$ cat src/rtl/num_to_barcode_converter.sv
// rtl/num_to_barcode_converter.sv - 4-bit number to 11-bit guarded Manchester barcode, one registered stage.
// Optional decode/self-check outputs are enabled by defining NUM_TO_BC_SELFCHECK_EN.
module num_to_barcode_converter #(
    parameter logic [1:0] START_GUARD = 2'b10,
    parameter logic       STOP_BAR    = 1'b1
) (
    input  logic        clk,
    input  logic        rst,
    input  logic        in_valid,
    input  logic [3:0]  num,
`ifdef NUM_TO_BC_SELFCHECK_EN
    output logic [3:0]  dec_num,
    output logic [0:0]  dec_err,
`endif
    output logic [10:0] bc,
    output logic        out_valid
);

    // num[i] occupies payload pair [2i+1:2i], i.e. bc[2i+2:2i+1]; MSB lands nearest the start guard
    function automatic logic [10:0] encode(input logic [3:0] n);
        logic [7:0] payload;
        payload = '0;
        for (int i = 0; i < 4; i++) begin
            payload[2*i +: 2] = n[i] ? 2'b10 : 2'b01;
        end
        return {START_GUARD, payload, STOP_BAR};
    endfunction

    always_ff @(posedge clk) begin
        if (rst) begin
            bc        <= '0;
            out_valid <= 1'b0;
        end else begin
            out_valid <= in_valid;
            if (in_valid) begin
                bc <= encode(num);
            end
        end
    end

`ifdef NUM_TO_BC_SELFCHECK_EN
    logic pair_err;

    always_comb begin
        dec_num  = '0;
        pair_err = 1'b0;
        for (int i = 0; i < 4; i++) begin
            dec_num[i] = bc[2*i+2];
            if (bc[2*i+2] == bc[2*i+1]) begin
                pair_err = 1'b1;
            end
        end
        dec_err[0] = out_valid & (pair_err | (bc[10:9] != START_GUARD) | (bc[0] != STOP_BAR));
    end
`endif

endmodule

$ cat config.mk
export PLATFORM = sky130hd
export DESIGN_NAME = num_to_barcode_converter
export DESIGN_NICKNAME = d
export VERILOG_FILES = /design/src/rtl/num_to_barcode_converter.sv
export SDC_FILE = /design/constraint.sdc
export NUM_CORES = 1
export LEC_CHECK = 0
export CAP_MARGIN = 20
export CORE_AREA = 4 4 41 43
export CTS_CLUSTER_SIZE = 24
export DETAILED_ROUTE_END_ITERATION = 10
export DIE_AREA = 0 0 45 47
export SETUP_SLACK_MARGIN = 0.4
export SYNTH_ARGS = -nofsm -noshare
export SYNTH_HDL_FRONTEND = slang
export SYNTH_SLANG_ARGS = --single-unit
$ cat constraint.sdc
create_clock -name clk -period 0.8 [get_ports clk]
set_clock_uncertainty 0.2 [all_clocks]
set_input_delay 0.08 -clock clk [delete_from_list [all_inputs] [get_ports clk]]
set_output_delay 0.08 -clock clk [all_outputs]
set_load 0.05 [all_outputs]
==> Yosys cells after proc, flatten, opt, wreduce, memory -nomap -nowiden <==
Cells that the tools add are included.
{ "totals": {"regBits": 11, "latchBits": 0, "ramBits": 0, "romBits": 0, "input_bits": 7, "out_inout_bits": 12, "wordCells": 6, "mem_count": 0} }
{ "op_classes": {"n_addsub": 0, "multipliers": 0, "div": 0, "magnitude_cmp": 0, "n_eq_ne": 0, "shift": 0, "muxes": 4, "bitwise_logic": 0, "n_reduce_logical": 0} }
{ "ops": {"columns": ["operator", "n"], "rows": [
  ["2-to-1 mux 2 bit", 4]
]} }

==> Logic depth before layout (Yosys ltp) <==
Gate-level depths: netlist of run 1.
{ "logic_depth": {"word_depth": 1, "mapped_depth": 3, "ltp_nobuf": 2} }

==> Least setup slack after synthesis of run 1 <==
No wires, ideal clock.
{ "synth_timing": {"path_type": "reg-to-output", "start": "register, netlist name bc[0]", "end": "output bc[10]", "arrival_ns": 0.914, "required_time_ns": 0.520, "setup_slack_ns": -0.394, "stages_incl_launch_ff": 2, "n_path_buf": 1, "path_cell_list": "dfxtp_1 > buf_4"} }
{ "synth_lines": {"columns": ["item", "line", "rtl"], "rows": [
  ["end, declared", "15", "output logic [10:0] bc,"]
]} }

==> Worst setup path in the final report of run 1 <==
{ "layout_timing": {"start": "register bc[0]", "end": "output bc[0]"} }
{ "layout_lines": {"columns": ["item", "line", "rtl"], "rows": [
  ["start signal, assigned", "36", "bc <= encode(num);"]
]} }
No word-level cell between the ends.

==> results of run 1 <==
registers in the layout (all words and copies together) (netlist names):
signal,cells
bc,9
out_valid,1
per-stage QoR:
| stage | hold WS (ns) | setup WS (ns) |
|---|---|---|
| 6_report | -0.0887 | -0.254 |
| 5_1_grt | -0.0955 | -0.292 |
| 4_1_cts | -0.0986 | -0.267 |
| 3_5_place_dp | 0.305 | -0.576 |
| 3_3_place_gp | 0.298 | -0.520 |
| 2_1_floorplan | -0.0354 | -0.0779 |
area by class of cell:
cell class,instances,area share
Timing Repair Buffer,24,0.431
Tap cell,15,0.0229
Sequential cell,10,0.290
Clock buffer,3,0.0275
Multi-Input combinational cell,22,0.229
cell usage after synthesis, drive strengths merged:
| library cell | number | area [sq um] |
|---|---|---|
| a211oi | 2 | 25.0 |
| a21oi | 2 | 10.0 |
| buf | 4 | 31.3 |
| conb | 1 | 3.75 |
| dfxtp | 10 | 200 |
| mux2i | 4 | 40.0 |
| nand2b | 2 | 12.5 |
| nor2 | 8 | 30.0 |
| nor2b | 1 | 6.26 |
| or2b | 2 | 15.0 |
where the power goes:
| group | internal (mW) | total (mW) | switching [mW] |
|---|---|---|---|
| clock network | 0.173 | 0.321 | 0.149 |
| registers | 0.519 | 0.557 | 0.0382 |
| logic | 0.223 | 0.429 | 0.206 |
| total | 0.914 | 1.31 | 0.393 |
kinds of logic after synthesis:
| kind of cell | share of synthesized area |
|---|---|
| AND/OR/NAND/NOR | 0.171 |
| flip-flops | 0.535 |
| AO/OA/AOI/OAI | 0.0936 |
| multiplexers | 0.107 |
| buffers and inverters | 0.0836 |
| other | 0.0100 |
routing by layer:
layer,wire length (microns),vias to the layer above
met4,24,0
met5,0,-
met2,515,17
met1,340,145
met3,101,4
li1,-,163
path summary, 6_finish.rpt:
path | from | end | slack (ns)
max reg2reg | bc[5]$_SDFFE_PP0P_ | bc[5]$_SDFFE_PP0P_ | -0.11
min | in_valid | bc[1]$_SDFFE_PP0P_ | -0.09
max | bc[0]$_SDFFE_PP0P_ | bc[0] | -0.25
min reg2reg | bc[7]$_SDFFE_PP0P_ | bc[7]$_SDFFE_PP0P_ | 0.30
what timing repair did:
item,CTS,global route
pin swaps,2,2
endpoints found under the hold margin,10,10
setup endpoints to repair,21,21
gates resized for setup,23,5
gates cloned,2,0
buffers inserted,2,0
==> metrics.yaml, run 1 <==
violations: "hold timing, setup timing"
worst_path_max_delay_cell: "dfxtp_4"
grt.busiest_layer: "met2"
fin_util: 0.630
diodes: 0
critical_path_class: "register to primary output"
antenna_left: 0
synth_cell_types: 12
max_freq_ghz: 0.949
core-area_sq_um: 1300
multi_input_area_sq_um: 188
die_area_sq_um: 2120
use_met1: 0.103
drive_gt1_frac: 0.712
cp.depth: 1
die_width_microns: 45
clockBufferDepth: 2
final_nets: 68
grt_use_met3: 0.0421
leakagePower_nw: 0.348
final_cell_mix: "11 x buf_12, 10 x dfxtp_4, 6 x nor2_1, 6 x buf_6, 4 x mux2i_1"
initial_core_util: 0.288
grt_pass1_wl_microns: 1560
reg2reg_depth: 3
drtIter0Drc: 3
post_drt_wl_per_cell_microns: 13.3
hpwl_microns: 681
ir_drop_uv: 796
critical_path_required_ns: 0.52
area_growth_pct: 119
status: "complete, but fails checks"
path_clk_slew_ns: 0.06
setup_tns_ns: -2.91
yosysWarnings: 0
vias: 329
start_kind: "register"
cp.arrival_ns: 0.77
crit_buf_inv: 1
dp_cells: 67
htreeDepth: 1
grt_max_degree: 6
worst_hold_slack_ns: -0.0887
cts_inserted_buffers: 3
fp.dieH_microns: 47
fin_crit_sh: 1.32
clockRootBuffer: "clkbuf_4"
ios: 19
path_delay_family: "flip-flops"
syn_area_sq_um: 374
avgSynthCellArea_sq_um: 10.4
final_common_cell: "buf_12"
syn-num-nets: 43
synthCells: 36
register_area_sq_um: 238
cts_tree: "built"
design_area_sq_um: 820
layout_setup_ws_ns: -0.254
cp-end-kind: "primary output"
grt_antenna_before_repair: 0
finalHoldViolCount: 10
min_period_ns: 1.05
drc: 0
dr.pass1.iters: 2
grt_pass1_vias: 358
p_per_area_nw_per_um2: 1600
whs_path_depth: 3
fillers: 114
crit_chain: "buf_12"
rsz0062_at_grt: "yes"
drt_wl_total_microns: 982
ys_ff_latch: 10
power_mw: 1.31
critPathMaxStageDelay_ns: 0.38
layoutNonFillerInstCount: 74
port_buffers: 17
clock_sinks: 10
crit_path_max_fanout: 3
drv_slew: 0
synth-seq-area-share: 0.535
setup_viol: 18
gr-total-overflow: 0
placedInstanceArea_sq_um: 707
rows: 13
gp_congestion: 0.572
hp-class: "primary input to register"
grtUsageMet2: 0.195
via_per_inst: 4.45
worstSkewPairLatency_ns: 0.26
max_cap_violations: 0
grt_util_all_layers: 0.111
(Power assumes the default switching activity.)
==> inputs of run 2 (changes only) <==
--- a/config.mk
+++ b/config.mk
@@ -7,9 +7,9 @@
 export LEC_CHECK = 0
 export CAP_MARGIN = 20
 export CORE_AREA = 4 4 41 43
-export CTS_CLUSTER_SIZE = 24
 export DETAILED_ROUTE_END_ITERATION = 10
 export DIE_AREA = 0 0 45 47
+export RECOVER_POWER = 50
 export SETUP_SLACK_MARGIN = 0.4
 export SYNTH_ARGS = -nofsm -noshare
 export SYNTH_HDL_FRONTEND = slang
==> metrics.yaml, run 2 (same netlist as run 1, synthesis figures left out) <==
status: "complete, but fails checks"
violations: "hold timing, setup timing"
seqPwrFrac: 0.427
hpwl_microns: 681
drive_gt1_frac: 0.695
die_area_sq_um: 2120
grt_pass1_vias: 358
antenna_left: 0
drtIter0Drc: 3
grt_max_degree: 6
clockBufferDepth: 2
reg2reg_depth: 3
cp.arrival_ns: 0.77
rows: 13
final_common_cell: "buf_12"
rsz0062_at_grt: "yes"
cts_inserted_buffers: 3
area_growth_pct: 117
die_width_microns: 45
drt_wl_total_microns: 986
layout_setup_ws_ns: -0.254
initial_core_util: 0.288
hp-class: "primary input to register"
whs_path_depth: 3
leakagePower_nw: 0.344
grt_pass1_wl_microns: 1560
diodes: 0
internal-power_mw: 0.910
crit_buf_inv: 1
final_cell_mix: "11 x buf_12, 10 x dfxtp_4, 6 x nor2_1"
critPathMaxStageDelay_ns: 0.38
setup_tns_ns: -2.94
fillers: 116
crit_path_max_fanout: 3
setup_viol: 18
drv_slew: 0
worst_hold_slack_ns: -0.0762
power_frac_comb: 0.326
path_clk_slew_ns: 0.06
crit_chain: "buf_12"
post-place-ws_ns: -0.576
ios: 19
critical_path_required_ns: 0.52
clock_sinks: 10
grt_util_all_layers: 0.111
p_per_area_nw_per_um2: 1600
finalHoldViolCount: 10
cts_tree: "built"
final_nets: 68
largest_registers: "bc: 9 flops, out_valid: 1 flops"
grt_antenna_before_repair: 0
min_period_ns: 1.05
cp.depth: 1
worstSkewPairLatency_ns: 0.26
fp.dieH_microns: 47
path_delay_family: "flip-flops"
port_buffers: 17
critical_path_class: "register to primary output"
max_freq_ghz: 0.949
gr-total-overflow: 0
clockRootBuffer: "clkbuf_4"
power_frac_clock: 0.247
switchingPower_mw: 0.393
largest_reg_flops: 9
fin_crit_sh: 1.32
drc: 0
ir_drop_uv: 796
via_per_inst: 4.45
start_kind: "register"
vias: 329
core-area_sq_um: 1300
dr.pass1.iters: 2
cp-end-kind: "primary output"
worst_path_max_delay_cell: "dfxtp_4"
gp_congestion: 0.572
largest_register: "bc"
swShare: 0.301
post_drt_wl_per_cell_microns: 13.3
max_cap_violations: 0
htreeDepth: 1
run 2: repair_timing:
item | 4_1_cts | 5_1_grt
endpoints found under the hold margin | 10 | 10
setup buffers | 2 | 0
endpoints found under the setup margin | 21 | 21
pin swaps | 2 | 2
cloned | 2 | 0
resized for setup | 23 | 5
run 2: through the flow:
stage | utilization | cell area (sq um) | total power, mW | instances
floorplan | - | 433 | 0.758 | 36
global placement | 0.543 | 707 | 0.941 | 67
detailed placement | 0.543 | 707 | 0.946 | 67
CTS | 0.607 | 790 | 1.31 | 74
global route | 0.624 | 812 | 1.38 | 74
finish | 0.624 | 812 | 1.30 | 74
run 2: path summary, 6_finish.rpt:
kind	start	endpoint	slack, ns
max	bc[0]$_SDFFE_PP0P_	bc[0]	-0.25
min	rst	out_valid$_SDFF_PP0_	-0.08
max reg2reg	bc[5]$_SDFFE_PP0P_	bc[5]$_SDFFE_PP0P_	-0.12
min reg2reg	bc[7]$_SDFFE_PP0P_	bc[7]$_SDFFE_PP0P_	0.30
run 2: power groups by stage:
stage,Combinational (mW),Sequential (mW),Clock [mW]
after floorplan,0.104,0.655,0
after global placement,0.375,0.566,0
after detailed placement,0.380,0.565,0
after CTS,0.418,0.555,0.340
after global routing,0.444,0.561,0.377
final,0.425,0.557,0.321
run 2: area by class of cell:
class | count | area, sq um | area share
sequential | 10 | 238 | 0.293
timing repair buffer | 24 | 345 | 0.425
tap | 15 | 18.8 | 0.0231
clock buffer | 3 | 22.5 | 0.0277
multi-input combinational | 22 | 188 | 0.231
run 2: layer usage:
layer  vias up  part of all wire  global-route usage
met5         -                 0                   0
met4         0             0.024              0.0877
met3         4              0.10              0.0421
met2        17              0.52               0.195
met1       145              0.35               0.103
li1        163                 -                   -
